==> config.mk <==
export PLATFORM = sky130hd
export DESIGN_NAME = rad_async_fifo_rd_arb
export DESIGN_NICKNAME = d
export VERILOG_FILES = /design/src/rtl/rad_async_fifo_rd_arb.sv
export SDC_FILE = /design/constraint.sdc
export NUM_CORES = 1
export LEC_CHECK = 0
export CAP_MARGIN = 25
export CORE_MARGIN = 5
export CORE_UTILIZATION = 31
export DETAILED_ROUTE_END_ITERATION = 10
export GPL_ROUTABILITY_DRIVEN = 0
export GPL_TIMING_DRIVEN = 0
export HOLD_SLACK_MARGIN = 0.02
export PLACE_DENSITY = 0.72
export SLEW_MARGIN = 25
export SYNTH_ARGS = -nofsm -noshare
export SYNTH_HDL_FRONTEND = slang
export SYNTH_SLANG_ARGS = --single-unit
==> constraint.sdc <==
create_clock -name clk -period 1.8 [get_ports clk]
set_clock_uncertainty 0.05 [all_clocks]
set_input_delay 0.36 -clock clk [delete_from_list [all_inputs] [get_ports clk]]
set_output_delay 0.36 -clock clk [all_outputs]
set_load 0.01 [all_outputs]
==> src/rtl/rad_async_fifo_rd_arb.sv <==
// Read-side drain scheduler: round-robin bursts from NCH show-ahead FIFOs onto one
// valid/ready stream, with a single IDLE bubble between grants.
module rad_async_fifo_rd_arb #(
    parameter int unsigned NCH       = 4,
    parameter int unsigned DW        = 8,
    parameter int unsigned MAX_BURST = 4
) (
    input  logic                   clk,
    input  logic                   rst,
    input  logic [NCH-1:0]         en,
    input  logic [NCH-1:0]         rempty,
    input  logic [NCH*DW-1:0]      rdata,
    output logic [NCH-1:0]         rinc,
    output logic                   out_valid,
    input  logic                   out_ready,
    output logic [DW-1:0]          out_data,
    output logic [$clog2(NCH)-1:0] out_ch,
    output logic                   busy
);

    localparam int unsigned CW = $clog2(NCH);
    localparam int unsigned BW = (MAX_BURST > 1) ? $clog2(MAX_BURST) : 1;

    typedef enum logic {StIdle, StGrant} state_e;

    state_e        state_q, state_d;
    logic [CW-1:0] sel_q, sel_d;
    logic [CW-1:0] last_q, last_d;
    logic [BW-1:0] cnt_q, cnt_d;

    logic [NCH-1:0] req;
    logic [DW-1:0]  ch_data [NCH];
    logic [CW-1:0]  cand;
    logic [CW-1:0]  pick;
    logic           found;
    logic           hs;

    always_comb begin
        for (int i = 0; i < NCH; i++) begin
            ch_data[i] = rdata[i*DW +: DW];
        end
    end

    assign req = en & ~rempty;

    // Search last+1, last+2, ... so the channel just released is considered last.
    always_comb begin
        found = 1'b0;
        pick  = '0;
        cand  = '0;
        for (int k = 1; k <= NCH; k++) begin
            cand = CW'((int'(last_q) + k) % NCH);
            if (!found && req[cand]) begin
                found = 1'b1;
                pick  = cand;
            end
        end
    end

    always_comb begin
        state_d   = state_q;
        sel_d     = sel_q;
        last_d    = last_q;
        cnt_d     = cnt_q;
        out_valid = 1'b0;
        out_data  = '0;
        out_ch    = '0;
        busy      = 1'b0;
        rinc      = '0;
        hs        = 1'b0;
        unique case (state_q)
            StIdle: begin
                if (found) begin
                    sel_d   = pick;
                    cnt_d   = '0;
                    state_d = StGrant;
                end
            end
            StGrant: begin
                busy       = 1'b1;
                out_ch     = sel_q;
                out_data   = ch_data[sel_q];
                out_valid  = !rempty[sel_q];
                hs         = out_valid && out_ready;
                rinc[sel_q] = hs;
                if (hs) begin
                    cnt_d = cnt_q + BW'(1);
                end
                if ((hs && cnt_q == BW'(MAX_BURST - 1)) || !out_valid || (hs && !en[sel_q])) begin
                    state_d = StIdle;
                    last_d  = sel_q;
                    cnt_d   = '0;
                end
            end
            default: state_d = StIdle;
        endcase
    end

    always_ff @(posedge clk) begin
        if (rst) begin
            state_q <= StIdle;
            sel_q   <= '0;
            last_q  <= CW'(NCH - 1);
            cnt_q   <= '0;
        end else begin
            state_q <= state_d;
            sel_q   <= sel_d;
            last_q  <= last_d;
            cnt_q   <= cnt_d;
        end
    end

endmodule

After elaboration in Yosys (flattened, before gate mapping)
Index checks and enable logic that the tools add are counted.

Add/subtract/negate cells: 5. Order comparisons: 7. Equality and inequality tests: 3. Multiplexer cells: 37. Bitwise gates (word level): 5. Reductions and logical operators: 17.

Operator list (number): $mux W8 (3); $bmux W8 S2 (1); $mux W2 (8); $lt A2 B3 Y1 const B (5); $mux W1 (15); $bmux W1 S2 (6); $and A4 B4 Y4 (2); $logic_and A1 B1 Y1 (7); $add A2 B1 Y2 const B (3); $reduce_and A2 Y1 (3); $logic_not A1 Y1 (5); $add A2 B2 Y2 const B (2); $mux W4 (1); $not A4 Y4 (1); $pmux W2 S2 (1); $ge A3 B3 Y1 const B (1); $ne A3 B1 Y1 const B (1); $not A2 Y3 (1); $demux W1 S2 (1); $eq A2 B2 Y1 const B (1); $ge A2 B1 Y1 const B (1); $logic_or A1 B1 Y1 (2); $ne A2 B2 Y1 const B (1); $pmux W1 S2 (1); $not A1 Y1 (1).

Bits in registers: 7. Input port bits: 43. Output and inout port bits: 16. Word-level logic and storage cells: 78.

Logic depth before layout (Yosys ltp)
Depth after elaboration: 16. Mapped depth: 5. Depth with buffers taken out: 5.

Least setup slack after synthesis
OpenSTA, ideal clock, no wires.

Path type: register -> output. Start point: register sel_q[0]. End point: output port rinc[1]. Arrival time: 1.672 ns. Required time: 1.390 ns. Setup slack: -0.282 ns. Cell stages (with the launch flop): 6. Buffers on the path: 1. Cell sequence: dfxtp_1 -> buf_6 -> mux4_2 -> nor2_1 -> nand2_1 -> nor3b_1.

Cells in the longest elaborated chain, start to end: 6. Elaborated cells between the ends (all ways): 11. Classes of those cells: order compare (2); mux (5); bitwise (1); reduce/logical (3).

RTL lines: start: declaration (line 27) `logic [CW-1:0] sel_q, sel_d;`; start signal: assignment (line 107) `sel_q <= sel_d;`; $lt A2 B3 Y1 (implied by the code) (tied with other cells) (line 85) `rinc[sel_q] = hs;`; $logic_and A1 B1 Y1 (implied by the code) or $mux W1 (tied branches) (line 85, 83); $mux W1 (implied by the code) or $logic_not A1 Y1 (tied branches) (line 85, 83); $demux W1 S2 or $logic_and A1 B1 Y1 (tied branches) (line 85, 84); $and A4 B4 Y4 (no line) (*); $mux W4 (*) (line 71) `unique case (state_q)`; end: declaration (line 13) `output logic [NCH-1:0] rinc,`.

Mark *: on every way between the ends. The rest lies on a longest branch, timed or not. The select of a mux whose other input is x is not followed.

Worst setup path in the final report
Same ends and word-level chain as after synthesis.

==> flow_summary.toml <==
[timing]
layout_setup_ws_ps = -383
finalCritPeriodShare_pct = 121
hold-worst-slack_ps = 452
tightest_slew_ps = 447
finalCriticalPeriod_ps = 2180
hold_viol = 0
timing.final.max_slew_violations = 0
relSlewSlack_pct = 70.2
finalSetupViolCount = 17
rsz0062_at_grt = "true"
max_freq_mhz = 458

[detailed_routing]
drtIter0Drc = 21
vias = 1054
vias_per_cell = 5.49
drc = 0
drt_wl_total_um = 3480
ant_nets = 0
detail_route.wl_per_cell_um = 18.1
first_pass_iters = 4

[placed_design]
dpl_cell_area_mm2 = 0.00147
dpl.cell_count = 174
port_buffers = 57
pre_cts_ws_ps = -970
dp_hpwl_um = 2660

[layout]
fin_area_mm2 = 0.00164
n_antenna_cell = 0
syn2layout_area_growth_pct = 96.0
nFillCells = 223
final_cells = 192
drive_gt1_share_pct = 38.3
final_nets = 207

[worst_setup_path]
max_stage_delay_ps = 540
worstPathRequired_ps = 1390
crit_type = "flip-flop to output port"
cp-startpoint = "sel_q[0]"
endpoint_kind = "output port"
crit_path_max_fanout = 4
worstSetupStartpointType = "flip-flop"
reg2reg_depth = 7
timing.rr.end = "cnt_q[1]"
cp_cell_sequence = "buf_8, mux4_2, nor2_4, nand2_4, nor3b_2, buf_2"
r2r_slack_ps = -280
critPathArrivalTime_ps = 1770
timing.rr.start = "sel_q[0]"
cp_slowest_cell = "mux4_2"

[global_routing]
grt_overflow = 0
grt_pass1_vias = 1077
grt_antenna_before_repair = 0
grt_pass1_wl_um = 5220
grt.total_usage_pct = 19.1
grt_max_degree = 11

[logic_synthesis]
post_synth_fa_ha_maj_area_fraction_pct = 1.50
syn_area_um2 = 835
avgSynthCellArea_um2 = 9.59
ys_async_sr_fraction_pct = 0
syn_inst = 87
synthMuxAreaShare_pct = 30.4
synth_ff_type = "dfxtp_1"
synthDominantCellAreaShare_pct = 16.8
synth_top_cell_by_area = "dfxtp_1"
netlist_top_cells_count = "and2_1, dfxtp_1, inv_1, nand2_1"
synthTopCellsByArea = "dfxtp_1, mux4_1, mux4_2"
yosys.area_share.simple_pct = 23.1
synth_seq_cells = 7
yosysWarningCount = 0
ys_types = 33
synth.most_common_cell = "and2_1"
seq_area_frac_synth_pct = 16.8
synth_compound_area_share_pct = 21.9
syn_nets = 131
synth_edf_count = 0
synth_top_family_by_area = "multiplexers"
synth_xor_area_share_pct = 0

[clock_tree]
clk_pin_slew_ps = 60
root_buffer = "clkbuf_4"
clockBufferDepth = 2
numCtsBuffers = 3
worst_skew_pair.late_latency_ps = 260
h-tree-depth = 1
cts.sinks = 7
cts_tree = "yes"

[worst_hold_path]
hold_end = "state_q"
hold_start = "rst"
hold_class = "input pin to flip-flop"
min_path_cells = 2

[floorplan]
io_pins = 59
core_area_mm2 = 0.00252
die_area_mm2 = 0.00383
dieHeight_um = 61.9
die_w_um = 61.9
initial_core_util_pct = 33.1
row_count = 18

[power_and_ir_drop]
p_leak_nw = 0.698
p_int_uw = 582
powerDensity_mw_per_mm2 = 524
pwr-share-clk_pct = 17.8
seqPwrFrac_pct = 22.7
power.share.switching_pct = 32.1
p_sw_uw = 275
pwr-share-comb_pct = 59.5
ir_worst_vdd_v = 0.000393

[status]
violations = "negative setup slack"
status = "finished with violations"

[flow_run]
drv_cap = 0
## what timing repair did
item	4_1_cts	5_1_grt
gates cloned	0	0
pin swaps	2	3
setup buffers	10	6
hold buffers	0	0
setup endpoints to repair	20	18
resized for setup	83	16
endpoints found under the hold margin	0	0
## worst max-delay path, delay by kind of cell (launching register included)
kind / cells / cell delay (ps)
muxes: 1 / 540
and+or+nand+nor: 3 / 370
DFF: 1 / 330
buffers and inverters: 2 / 270
## power groups by stage
stage / sequential [mW] / combinational [mW] / clock (mW)
detailed placement: 0.193 / 0.394 / 0
global route: 0.198 / 0.547 / 0.163
global placement: 0.192 / 0.384 / 0
CTS: 0.194 / 0.463 / 0.154
finish: 0.194 / 0.510 / 0.153
floorplan: 0.188 / 0.211 / 0
## area by class of cell
class                   count  area, um^2  area share [%]
multi-input cells          68         677            41.4
flip-flops and latches      7         144            8.80
inverters                   7        26.3            1.61
well taps                  30        37.5            2.30
repair buffers             72         688            42.1
plain buffers               4        36.3            2.22
clock buffers               4        26.3            1.61
## stage by stage
stage               utilization (%)  total power, mW  setup TNS (ps)
floorplan                         -            0.399            -195
global placement               58.2            0.576           -9360
detailed placement             58.2            0.588           -9880
CTS                            61.8            0.810           -4240
global route                   64.8            0.908           -5990
finish                         64.8            0.857           -4920
## sequential cells by signal (all words and copies together) (netlist names)
name / flops
last_q: 2
sel_q: 2
cnt_q: 2
state_q: 1
## logic make-up after synthesis
group,count (synthesis)
multiplexers,11
AND/OR/NAND/NOR,32
AO/OA/AOI/OAI,24
adder cells (fa/ha/maj),1
flip-flops,7
buffers and inverters,12
## how the worst max path moves through the flow
stage | to | slack [ps] | depth (start not counted)
after global placement | rinc[1] | -920 | 6
after CTS | rinc[1] | -420 | 6
after floorplan | rinc[1] | -70 | 5
after global routing | rinc[2] | -480 | 6
final | rinc[1] | -380 | 6
after detailed placement | rinc[1] | -970 | 6
## metal layers
metal	global-route usage (%)	vias up	wire, um
li1	-	490	-
met1	19.6	523	1140
met2	38.9	37	2110
met3	4.55	4	182
met4	3.33	0	49
met5	0	-	0
## layout by cell type, fill, tap and decap left out, types with 5 or more instances in the layout
master | netlist | routed
nand2_1 | 7 | 6
and2_4 | 0 | 5
inv_1 | 7 | 7
mux4_2 | 5 | 10
and2_1 | 10 | 5
clkdlybuf4s50_1 | 0 | 35
dlygate4sd2_1 | 0 | 7
buf_2 | 0 | 8
buf_6 | 1 | 9
buf_4 | 0 | 9
Power figures use the tool's default switching activity.
